### src/rtl/cache_controller_fsm.sv
// rtl/cache_controller_fsm.sv - direct-mapped write-back cache controller with saturating statistics
module cache_controller_fsm #(
  parameter int INDEX_W = 9,
  parameter int TAG_W   = 19,
  parameter int CNT_W   = 16
) (
  input  logic               clk,
  input  logic               reset,
  input  logic               cpu_rden,
  input  logic               cpu_wren,
  input  logic [31:0]        cpu_addr,
  input  logic [31:0]        cpu_data_in,
  output logic               cpu_ready,
  output logic               cpu_done,
  output logic [31:0]        cpu_data_out,
  output logic [27:0]        cm_addr,
  output logic [127:0]       cm_data_in,
  output logic               cm_wren,
  output logic               cm_mark_dirty,
  input  logic [127:0]       cm_data_out,
  input  logic [TAG_W-1:0]   cm_tag_out,
  input  logic               cm_dirty,
  input  logic               cm_valid,
  output logic [31:0]        mem_addr,
  output logic [127:0]       mem_wdata,
  output logic               mem_wren,
  input  logic               mem_ready,
  output logic               mem_rd,
  input  logic [127:0]       mem_rdata,
  input  logic               mem_rdata_valid,
  output logic [CNT_W-1:0]   hit_cnt,
  output logic [CNT_W-1:0]   miss_cnt,
  output logic [CNT_W-1:0]   wb_cnt
);

  typedef enum logic [2:0] {
    IDLE,
    COMPARE,
    WRITEBACK,
    ALLOCATE,
    WAIT_FILL,
    FILL
  } state_t;

  state_t state, next_state;

  // Request latched at acceptance; the CPU bus is free to change afterwards.
  logic [27:0]  req_line;
  logic [1:0]   req_word;
  logic [31:0]  req_data;
  logic         req_write;

  logic [27:0]  victim_addr;
  logic [127:0] victim_line;
  logic [127:0] fill_line;

  logic hit;
  logic accept;
  logic hit_inc, miss_inc, wb_inc;
  logic capture_victim, capture_fill;

  // Byte offset bits carry no meaning for a word port.
  logic unused_addr_bits;
  assign unused_addr_bits = ^cpu_addr[1:0];

  function automatic logic [31:0] word_sel(input logic [127:0] line, input logic [1:0] sel);
    return line[{sel, 5'b0} +: 32];
  endfunction

  function automatic logic [127:0] word_merge(input logic [127:0] line, input logic [31:0] word,
                                              input logic [1:0] sel);
    logic [127:0] merged;
    merged = line;
    merged[{sel, 5'b0} +: 32] = word;
    return merged;
  endfunction

  assign cpu_ready = (state == IDLE) && !reset;
  assign accept    = (state == IDLE) && (cpu_rden || cpu_wren);
  assign hit       = cm_valid && (cm_tag_out == req_line[27:INDEX_W]);
  assign cm_addr   = req_line;

  // State register; reset aborts any transaction in flight.
  always_ff @(posedge clk or posedge reset) begin
    if (reset) state <= IDLE;
    else       state <= next_state;
  end

  // Request latch, victim capture and fill capture.
  always_ff @(posedge clk or posedge reset) begin
    if (reset) begin
      req_line    <= '0;
      req_word    <= '0;
      req_data    <= '0;
      req_write   <= 1'b0;
      victim_addr <= '0;
      victim_line <= '0;
      fill_line   <= '0;
    end else begin
      if (accept) begin
        req_line  <= cpu_addr[31:4];
        req_word  <= cpu_addr[3:2];
        req_data  <= cpu_data_in;
        req_write <= cpu_wren;
      end
      if (capture_victim) begin
        victim_addr <= {cm_tag_out, req_line[INDEX_W-1:0]};
        victim_line <= cm_data_out;
      end
      if (capture_fill) fill_line <= mem_rdata;
    end
  end

  // Saturating statistics counters.
  always_ff @(posedge clk or posedge reset) begin
    if (reset) begin
      hit_cnt  <= '0;
      miss_cnt <= '0;
      wb_cnt   <= '0;
    end else begin
      if (hit_inc  && hit_cnt  != '1) hit_cnt  <= hit_cnt  + 1'b1;
      if (miss_inc && miss_cnt != '1) miss_cnt <= miss_cnt + 1'b1;
      if (wb_inc   && wb_cnt   != '1) wb_cnt   <= wb_cnt   + 1'b1;
    end
  end

  // Next-state and output decode.
  always_comb begin
    next_state     = state;
    cpu_done       = 1'b0;
    cpu_data_out   = '0;
    cm_data_in     = '0;
    cm_wren        = 1'b0;
    cm_mark_dirty  = 1'b0;
    mem_addr       = '0;
    mem_wdata      = '0;
    mem_wren       = 1'b0;
    mem_rd         = 1'b0;
    hit_inc        = 1'b0;
    miss_inc       = 1'b0;
    wb_inc         = 1'b0;
    capture_victim = 1'b0;
    capture_fill   = 1'b0;

    case (state)
      IDLE: begin
        if (accept) next_state = COMPARE;
      end
      COMPARE: begin
        if (hit) begin
          hit_inc    = 1'b1;
          cpu_done   = 1'b1;
          next_state = IDLE;
          if (req_write) begin
            cm_wren       = 1'b1;
            cm_mark_dirty = 1'b1;
            cm_data_in    = word_merge(cm_data_out, req_data, req_word);
          end else begin
            cpu_data_out = word_sel(cm_data_out, req_word);
          end
        end else begin
          miss_inc = 1'b1;
          if (cm_valid && cm_dirty) begin
            capture_victim = 1'b1;
            wb_inc         = 1'b1;
            next_state     = WRITEBACK;
          end else begin
            next_state = ALLOCATE;
          end
        end
      end
      WRITEBACK: begin
        mem_wren  = 1'b1;
        mem_addr  = {victim_addr, 4'b0};
        mem_wdata = victim_line;
        if (mem_ready) next_state = ALLOCATE;
      end
      ALLOCATE: begin
        mem_rd     = 1'b1;
        mem_addr   = {req_line, 4'b0};
        next_state = WAIT_FILL;
      end
      WAIT_FILL: begin
        if (mem_rdata_valid) begin
          capture_fill = 1'b1;
          next_state   = FILL;
        end
      end
      FILL: begin
        cm_wren    = 1'b1;
        cpu_done   = 1'b1;
        next_state = IDLE;
        if (req_write) begin
          cm_mark_dirty = 1'b1;
          cm_data_in    = word_merge(fill_line, req_data, req_word);
        end else begin
          cm_data_in   = fill_line;
          cpu_data_out = word_sel(fill_line, req_word);
        end
      end
      default: next_state = IDLE;
    endcase
  end

endmodule

### config.mk
export PLATFORM = sky130hd
export DESIGN_NAME = cache_controller_fsm
export DESIGN_NICKNAME = d
export VERILOG_FILES = /design/src/rtl/cache_controller_fsm.sv
export SDC_FILE = /design/constraint.sdc
export NUM_CORES = 1
export LEC_CHECK = 0
export ABC_AREA = 1
export CAP_MARGIN = 5
export CORE_AREA = 2 2 292 294
export DETAILED_ROUTE_END_ITERATION = 8
export DIE_AREA = 0 0 294 296
export PLACE_DENSITY = 0.54
export SKIP_CTS_REPAIR_TIMING = 1
export SYNTH_ARGS = -nofsm -noshare
export SYNTH_HDL_FRONTEND = slang
export SYNTH_SLANG_ARGS = --single-unit
### constraint.sdc
create_clock -name clk -period 28.1 [get_ports clk]
set_input_delay 2.81 -clock clk [delete_from_list [all_inputs] [get_ports clk]]
set_output_delay 2.81 -clock clk [all_outputs]
set_load 0.02 [all_outputs]
# Word-level counts from Yosys, hierarchy flattened

Index checks and enable logic that the tools add are counted.

Register bits: 398
Output and inout bits: 402
Word-level logic and storage cells: 76

Add/subtract/negate cells: 4
Eq/ne operators: 12
Shift operators: 4
Multiplexer cells: 34
Reductions and logical operators: 11

Operators by type and width:

| cell                       | number |
|---|---|
| $mux W128                  | 4 |
| $bwmux W128                | 2 |
| $pmux W128 S2              | 1 |
| $shiftx A128 B8 Y32        | 2 |
| $pmux W32 S2               | 2 |
| $shift A32 B9 Y128 const A | 1 |
| $shiftx A32 B9 Y128        | 1 |
| $mux W32                   | 3 |
| $add A16 B1 Y16 const B    | 3 |
| $ne A16 B16 Y1 const B     | 3 |
| $eq A19 B19 Y1             | 1 |
| $pmux W3 S5                | 1 |
| $mux W1                    | 14 |
| $mux W3                    | 3 |
| $neg A7 Y9                 | 1 |
| $logic_and A1 B1 Y1        | 7 |
| $eq A3 B2 Y1 const B       | 2 |
| $eq A3 B3 Y1 const B       | 2 |
| $ne A2 B2 Y1 const B       | 3 |
| $pmux W1 S2                | 3 |
| $eq A3 B1 Y1 const B       | 1 |
| $logic_not A3 Y1           | 1 |
| $reduce_and A3 Y1          | 1 |
| $mux W2                    | 1 |
| 2 further kinds            | 2 |

# Depth between registers and ports, before layout

Gate-level depths: netlist of the first run.

Depth after elaboration: 6
Depth in mapped cells: 14

# Least setup slack after synthesis of the first run

No wires, ideal clock.

Kind: input to output
Start point: input port cm_tag_out[13]
End point: output port cm_data_in[101]
Data arrival time: 4.185 ns
Setup slack: 21.105 ns
Stages: 10
Cells stage by stage: inv_1 nand2_1 nand2_1 nor3_1 nand2_1 nor2_4 nand2_2 clkbuf_1 buf_2 o22ai_1

Word-level cells in the longest chain between the ends: 4

RTL lines:

| element             | line | source |
|---|---|---|
| start, declared     | 21   | `input logic [TAG_W-1:0] cm_tag_out,` |
| $eq A19 B19 Y1      | 80   | `assign hit = cm_valid && (cm_tag_out == req_line[27:INDEX_W]);` |
| $logic_and A1 B1 Y1 | 80   |  |
| $mux W128           | 150  | `if (hit) begin` |
| $pmux W128 S2       | 145  | `case (state)` |
| end, declared       | 17   | `output logic [127:0] cm_data_in,` |

No other way between the ends.

# Worst setup path in the final report of the first run

Start point: input port cm_tag_out[18]
End point: output port cm_data_in[107]

The elaborated chain is that of the path after synthesis.

==> Implementation_results.wiki, run 1 <==
{| class="wikitable"
! Metric !! Value
|-
| Relative contribution of the clock network to total power || between 20 and 25%
|-
| R2r startpoint || cm_addr[27]
|-
| Critical hold path startpoint || victim_line[41]
|-
| Area of the core region || approximately 84000 sq um
|-
| Violation count after the first detailed-routing iteration || approximately 3400
|-
| Global-route track usage on met1 || between 40% and 50%
|-
| Fraction of final layout cells sized beyond drive strength 1 || around 6%
|-
| Leak Pwr || ~15 nW
|-
| Share of the clock period used by the worst path after layout || 36.2%
|-
| Switching share of power || between 40% and 50%
|-
| Total number of vias || about 28000
|-
| RSZ-0062 raised after global routing || no
|-
| Clock tree from TritonCTS || yes
|-
| Post-Synth Simple-Gate Area || between 20% and 30%
|-
| Max Freq || slightly below 0.1 GHz
|-
| Status || completed
|-
| Detailed-route wire length per cell || just under 30 microns
|-
| Transition time at the pin with the least slew margin || ~1.2 ns
|-
| Cell count after synthesis || between 3000 and 4000
|-
| Required time reported for the critical path endpoint || roughly 25 ns
|-
| Worst slew margin relative to its limit || between 10% and 20%
|-
| Max-cap violation count || 0
|-
| Gp weighted congestion || between 0.9 and 1
|-
| Via count of the first global-routing pass || approximately 25000
|-
| # fillers || between 8000 and 9000
|-
| Min Tclk post-route || approximately 10 ns
|-
| Setup CP Type || in2out
|-
| Layout overhead on the synthesized area || 41.4%
|-
| Element type at the critical path end || output pin
|-
| Clk slew on worst S/H paths || around 0.05 ns
|-
| Power share of the sequential group || between 20 and 30%
|-
| Class of the tightest hold or removal check || reg2reg
|-
| Total power density per cell area || 103 nW/um^2
|-
| Type of origin of the critical path || input pin
|-
| Adder-cell share of the synthesized area || less than 1%
|-
| Combined global-route utilization of all metal layers || 33.3%
|-
| Ports || around 750
|-
| Comb pwr share || around 50%
|-
| Number of clock sinks seen by CTS || 398
|-
| Setup-failing EPs final || 0
|-
| Number of antenna violations at the first check in global routing || 46
|-
| Maximum vdd drop || ~0.084 mV
|-
| Post-synth cell types || 40
|-
| H-tree lvl count || 2
|-
| Flops & latches, synth || around 400
|-
| Layer carrying the most global-route usage || met2
|-
| Setup Total Neg Slack || 0 ns
|-
| Die height || ~300 microns
|-
| CTS buffer count || 52
|-
| Count of standard-cell rows || ~110
|-
| Setup clock skew after layout || 0.0268 ns
|-
| Count of final max-slew check failures || 0
|-
| Number of vias per cell || 5.43
|-
| Main combinational cell family by area after synthesis || simple AND/OR/NAND/NOR gates
|-
| DRT Pass-1 Iters || 8
|-
| XOR/XNOR share of the synthesized area || around 1.5%
|-
| Post-Syn Area per Cell || a little over 7 sq um
|-
| Synthesized-area fraction occupied by ao, oa, aoi and oai cells || about 18%
|-
| Post-route ant nets || 0
|-
| Worst setup startpoint || cm_tag_out[18]
|-
| Global-route wire length before repair || around 200000 microns
|-
| Nets || about 4300
|-
| Cell Int Power || around 1.8 mW
|-
| Clock Tree Root || clkbuf_16
|-
| Sw Pwr || approximately 1.7 mW
|-
| Final Util || just over 40%
|-
| Chip width || 294 microns
|-
| Total count of hold-check failures in the final report || 0
|-
| Worst Path Arrival || between 7 and 8 ns
|-
| Multiplexer fraction of the synthesized cell area || ~3.7%
|-
| Total of warnings raised by yosys || 0
|-
| Pin count of the biggest net entering global routing || 191
|-
| Netlist area before placement || between 20000 and 25000 sq um
|-
| Maximum fanout count along the critical path || between 70 and 80
|-
| Total half-perimeter wirelength after legalization and detailed placement || 114000 microns
|-
| Final wirelength || 151000 microns
|-
| Residual overflow from global routing || 0
|-
| Met2 Usage GRT || between 50 and 60%
|-
| Sequential element share of the synthesized area || between 40% and 50%
|-
| Met3 track demand over resource in global routing || about an eighth
|-
| Port buffer count || around 740
|-
| Die area || just under 90000 sq um
|-
| Maximum buffer depth of the clock tree || 3
|-
| Clock latency reported for the late side of the worst-skew pair || roughly 0.64 ns
|-
| DRC violations left || 0
|-
| Starting density of the core || approximately 28%
|}
-- power by group through the flow --
stage               clock network [mW]  registers [mW]  logic (mW)
detailed placement                   0            1.04        1.71
finish                           0.704            1.04        1.74
global placement                     0            1.03        1.69
CTS                              0.716            1.03        1.71
global route                     0.737            1.06        1.86
floorplan                            0           0.961        1.02
-- layer usage --
| layer | share of wire, % | vias up | wire (microns) |
|---|---|---|---|
| met5 | 0.16 | - | 243 |
| met4 | 5.1 | 40 | 7690 |
| met3 | 11 | 323 | 17000 |
| met2 | 45 | 1515 | 67600 |
| met1 | 39 | 13500 | 58200 |
| li1 | - | 12300 | - |
-- Yosys cell counts --
cell type	number	area, sq um
buf_2	41	205
nand2_2	2	12.5
mux2_2	78	878
clkinv_1	3	11.3
and2_1	2	12.5
a22o_1	9	78.8
o21a_1	3	22.5
nand3b_1	1	7.51
nor4_1	3	18.8
a21oi_1	445	2230
nor2_2	3	18.8
a21boi_1	1	7.51
nor2_1	433	1630
nand4_2	1	12.5
nor3_2	1	10.0
inv_2	11	41.3
ha_1	8	100
xnor2_1	14	123
nor3_1	94	470
a21boi_0	2	15.0
inv_1	315	1180
nor2_4	2	22.5
o21bai_1	1	7.51
dfrtp_1	398	9960
o21ai_0	186	931
o21ai_1	4	20.0
xor2_1	28	245
nand3_1	255	1280
o22ai_1	148	926
or2_2	1	6.26
conb_1	1	3.75
buf_6	5	56.3
nand2_1	626	2350
nand4_1	32	200
and3_1	1	6.26
clkbuf_2	1	5.00
buf_1	27	101
clkbuf_1	161	604
nand2b_1	1	6.26
buf_4	20	150
-- cell families (layout without fill, tap and decap cells) --
kind of cell,Yosys count,after routing
simple gates,1458,1458
compound gates,799,799
buf+inv,584,1207
flops,398,398
mux,78,78
xor+xnor,42,42
fa+ha+maj,8,8
other cells,1,25
-- final timing paths --
kind                                   end  slack [ns]  cells past startpoint
min reg2reg                victim_line[41]        0.47                      2
min in group asynchronous   victim_line[3]        2.81                      2
max                        cm_data_in[107]       17.92                     12
max reg2reg                victim_line[78]       24.09                     14
max in group asynchronous  victim_line[50]       23.15                      4
min                        victim_line[41]        0.47                      2
-- cell usage in the layout, fill, tap and decap left out, types with 53 or more instances in the layout --
cell type and n:
nor2_1 429, o22ai_1 148, nand3_1 253, clkdlybuf4s50_1 742, inv_1 310, nand2_1 624, dfrtp_1 396, a21oi_1 445
clkbuf_16 53, o21ai_0 186, nor3_1 92, mux2_2 78
-- final cells by class --
type,count,area [sq um],share of cell area (%)
timing repair buffer,781,7760,22.9
sequential,398,9960,29.4
tap,1090,1360,4.03
clock buffer,74,1500,4.41
inverter,329,1250,3.70
antenna,21,52.6,0.155
multi-input combinational,2389,11700,34.6
clock inverter,23,260,0.768
-- state kept, by name, indices dropped and copies added (netlist names), 2 cells and up --
name	cells
fill_line	128
victim_line	128
req_data	32
cm_addr	28
victim_addr	28
hit_cnt	16
miss_cnt	16
wb_cnt	16
state	3
req_word	2
-- worst max-delay path, stage by stage --
cell	delay, ns
clkdlybuf4s50_1	0.58
nand2_1	0.08
nand2_1	0.21
nand2_1	0.08
nor2_1	0.11
nand3_1	0.14
nor2_4	0.11
buf_4	0.54
nand2_4	0.71
buf_4	0.61
o22ai_1	0.54
clkdlybuf4s50_1	0.75
-- through the flow --
stage / total power, mW / hold slack, ns / setup WS, ns / cell area, sq um / std cells
final: 3.49 / 0.469 / 17.92 / 33900 / 5105
after detailed placement: 2.74 / 0.458 / 18.02 / 32100 / 4987
after global placement: 2.73 / 0.454 / 18.03 / 32100 / 4987
after global routing: 3.66 / 0.487 / 17.89 / 33800 / 5094
after CTS: 3.46 / 0.472 / 18.02 / 33800 / 5084
after floorplan: 1.98 / 0.442 / 14.22 / 24000 / 3371
Power figures use the tool's default switching activity.
==> inputs of run 2 (changes only) <==
- CORE_AREA: 2 2 292 294 -> 2 2 295 297
- DIE_AREA: 0 0 294 296 -> 0 0 297 299
- PLACE_DENSITY: 0.54 -> 0.53
- clock period: 28.1 -> 9.7 ns (I/O delays scaled with it)
==> Implementation_results.wiki, run 2 (synthesis results as in run 1) <==
{| class="wikitable"
! Metric !! Value
|-
| Status || completed
|-
| Slowest cell delay on critical path || 0.70 ns (-0.05 ns)
|-
| Number of vias per cell || 5.33 (-1.9%)
|-
| Total half-perimeter wirelength after legalization and detailed placement || 116000 microns (+1.8%)
|-
| Element type at the critical path end || output pin
|-
| Total design power || 10.0 mW (+190%)
|-
| Layout overhead on the synthesized area || 41.5% (about the same)
|-
| Total count of hold-check failures in the final report || 0 (unchanged)
|-
| R2r worst-path depth || 13 (-1)
|-
| Gp weighted congestion || 0.983 (-0.64%)
|-
| Depth of the critical timing path with buffers and inverters included || 11 (-1)
|-
| Maximum buffer depth of the clock tree || 3 (unchanged)
|-
| # fillers || 9166 (+2.7%)
|-
| Final wirelength || 153000 microns (+1.2%)
|-
| Detailed-route wire length per cell || 29.5 microns (about the same)
|-
| Required time reported for the critical path endpoint || 8.73 ns (-16.56 ns)
|-
| Chip width || 297 microns (+1.0%)
|-
| Met2 Usage GRT || 50.9% (-0.30 points)
|-
| Registers with the most flip-flops || fill_line: 128 flops, victim_line: 128 flops, req_data: 32 flops
|-
| Total number of vias || 27500 (-0.62%)
|-
| Starting density of the core || 27.9% (-0.57 points)
|-
| Worst slew margin relative to its limit || 23.8% (+5.7 points)
|-
| Setup clock skew after layout || 0.0324 ns (+0.00563 ns)
|-
| RSZ-0062 raised after global routing || no
|-
| Count of final max-slew check failures || 0 (unchanged)
|-
| Cell depth of the worst min-delay path || 2 (unchanged)
|-
| Non-filler instance count after layout || 5170 (+1.3%)
|-
| DRC violations left || 0 (unchanged)
|-
| Maximum vdd drop || 0.232 mV (+180%)
|-
| Instance area at placement || 32200 sq um (+0.31%)
|-
| Pin count of the biggest net entering global routing || 191 (unchanged)
|-
| Placed Cells || 5056 (+1.4%)
|-
| Setup-failing EPs final || 0 (unchanged)
|-
| DRT Pass-1 Iters || 6 (-2)
|-
| Ports || 749 (unchanged)
|-
| Leak Pwr || 14.8 nW (-0.17%)
|-
| Maximum fanout count along the critical path || 57 (-21%)
|-
| Area of the core region || 85900 sq um (+2.1%)
|-
| Library cell contributing the largest single delay on the critical path || clkdlybuf4s50_1
|-
| Critical Path, Cell by Cell || buf_4, clkinv_2, ha_1, inv_1, nor2_1, inv_1, buf_4, nor4_1, a21oi_1, o22ai_1, clkdlybuf4s50_1
|-
| Via count of the first global-routing pass || 25700 (+1.2%)
|-
| Max-cap violation count || 0 (unchanged)
|-
| Setup CP Type || reg2out
|-
| Type of origin of the critical path || flip-flop
|-
| Post-route ant nets || 0 (unchanged)
|-
| Global-route track usage on met1 || 40.4% (-1.3 points)
|-
| Share of the clock period used by the worst path after layout || about two thirds
|-
| Minimum setup slack in the final design || 3.28 ns (-14.64 ns)
|-
| CTS buffer count || 51 (-1.9%)
|-
| Max Freq || ~0.16 GHz
|-
| Die height || 299 microns (+1.0%)
|-
| Most used cells in the layout excluding fill and tap cells || clkdlybuf4s50_1 (742), nand2_1 (623), a21oi_1 (445)
|-
| Count of standard-cell rows || 108 (+0.93%)
|-
| Clk slew on worst S/H paths || 0.06 ns (about the same)
|-
| Met3 track demand over resource in global routing || 13.0% (+1.3 points)
|-
| Worst Path Buf+Inv || 6 (+2)
|-
| Layer carrying the most global-route usage || met2
|-
| Family with the most delay on the worst path || buffers and inverters
|-
| Setup Total Neg Slack || 0 ns (unchanged)
|-
| Fraction of final layout cells sized beyond drive strength 1 || 6.20% (+0.15 points)
|-
| Min Tclk post-route || 6.42 ns
|-
| Most common library cell in the layout ignoring fill and taps || clkdlybuf4s50_1
|-
| Die area || 88800 sq um (+2.0%)
|-
| H-tree lvl count || 2 (unchanged)
|-
| Worst slack, placed || 4.06 ns (-13.95 ns)
|-
| Port buffer count || 742 (unchanged)
|-
| Clock latency reported for the late side of the worst-skew pair || 0.62 ns (-0.02 ns)
|-
| Transition time at the pin with the least slew margin || 1.14 ns (-0.0837 ns)
|-
| Violation count after the first detailed-routing iteration || 3148 (-6.5%)
|-
| Number of antenna violations at the first check in global routing || 46 (unchanged)
|-
| Global-route wire length before repair || 208000 microns (+1.8%)
|-
| Total power density per cell area || 296 nW/um^2 (+190%)
|-
| Number of clock sinks seen by CTS || 398 (unchanged)
|-
| Fin area || 33900 sq um (about the same)
|-
| Worst Path Arrival || 5.45 ns (-1.92 ns)
|-
| Nets || 4309 (+0.070%)
|-
| Residual overflow from global routing || 0 (unchanged)
|-
| Class of the tightest hold or removal check || reg2reg
|-
| Clock tree from TritonCTS || yes
|-
| Combined global-route utilization of all metal layers || 33.0% (-0.33 points)
|-
| Clock Tree Root || clkbuf_16
|}
-- run 2: cell type report --
| cell class | count | area [sq um] | share of cell area (%) |
|---|---|---|---|
| clock inverters | 23 | 215 | 0.635 |
| diodes | 18 | 45.0 | 0.133 |
| multi-input cells | 2389 | 11700 | 34.6 |
| well taps | 1155 | 1450 | 4.26 |
| clock buffers | 73 | 1480 | 4.36 |
| flip-flops and latches | 398 | 9960 | 29.4 |
| repair buffers | 785 | 7770 | 22.9 |
| inverters | 329 | 1250 | 3.69 |
-- run 2: per-layer routing --
metal | up-vias | share of wire (%) | wire [microns]
met5 | - | 0.15 | 229
met4 | 36 | 5.2 | 7880
met3 | 340 | 12 | 18400
met2 | 1421 | 44 | 67300
met1 | 13400 | 39 | 58800
li1 | 12300 | - | -
-- run 2: path summary, 6_finish.rpt --
kind	startpoint	endpoint	slack, ns
min in group asynchronous	reset	cm_addr[27]	0.84
hold reg to reg	victim_line[23]	victim_line[23]	0.47
setup reg to reg	cm_addr[27]	victim_line[93]	5.74
max in group asynchronous	reset	fill_line[68]	6.70
setup / recovery	req_word[1]	cm_data_in[51]	3.28
hold / removal	victim_line[23]	victim_line[23]	0.47
-- run 2: report_power, final --
group	switching [mW]	internal, mW	total [mW]
clock	0.839	1.14	1.98
sequential	0.639	2.36	3.00
combinational	3.33	1.72	5.05
-- run 2: worst reg2reg max path, delay by kind of cell (launching register included) --
kind / cells / cell delay, ns
DFF: 1 / 0.40
buffers and inverters: 3 / 1.51
and+or+nand+nor: 10 / 2.00
-- run 2: through the flow --
stage / util, % / hold WS, ns
3_3_place_gp: 37.4 / 0.454
2_1_floorplan: - / 0.442
6_report: 39.4 / 0.469
3_5_place_dp: 37.4 / 0.458
5_1_grt: 39.4 / 0.482
4_1_cts: 39.4 / 0.473
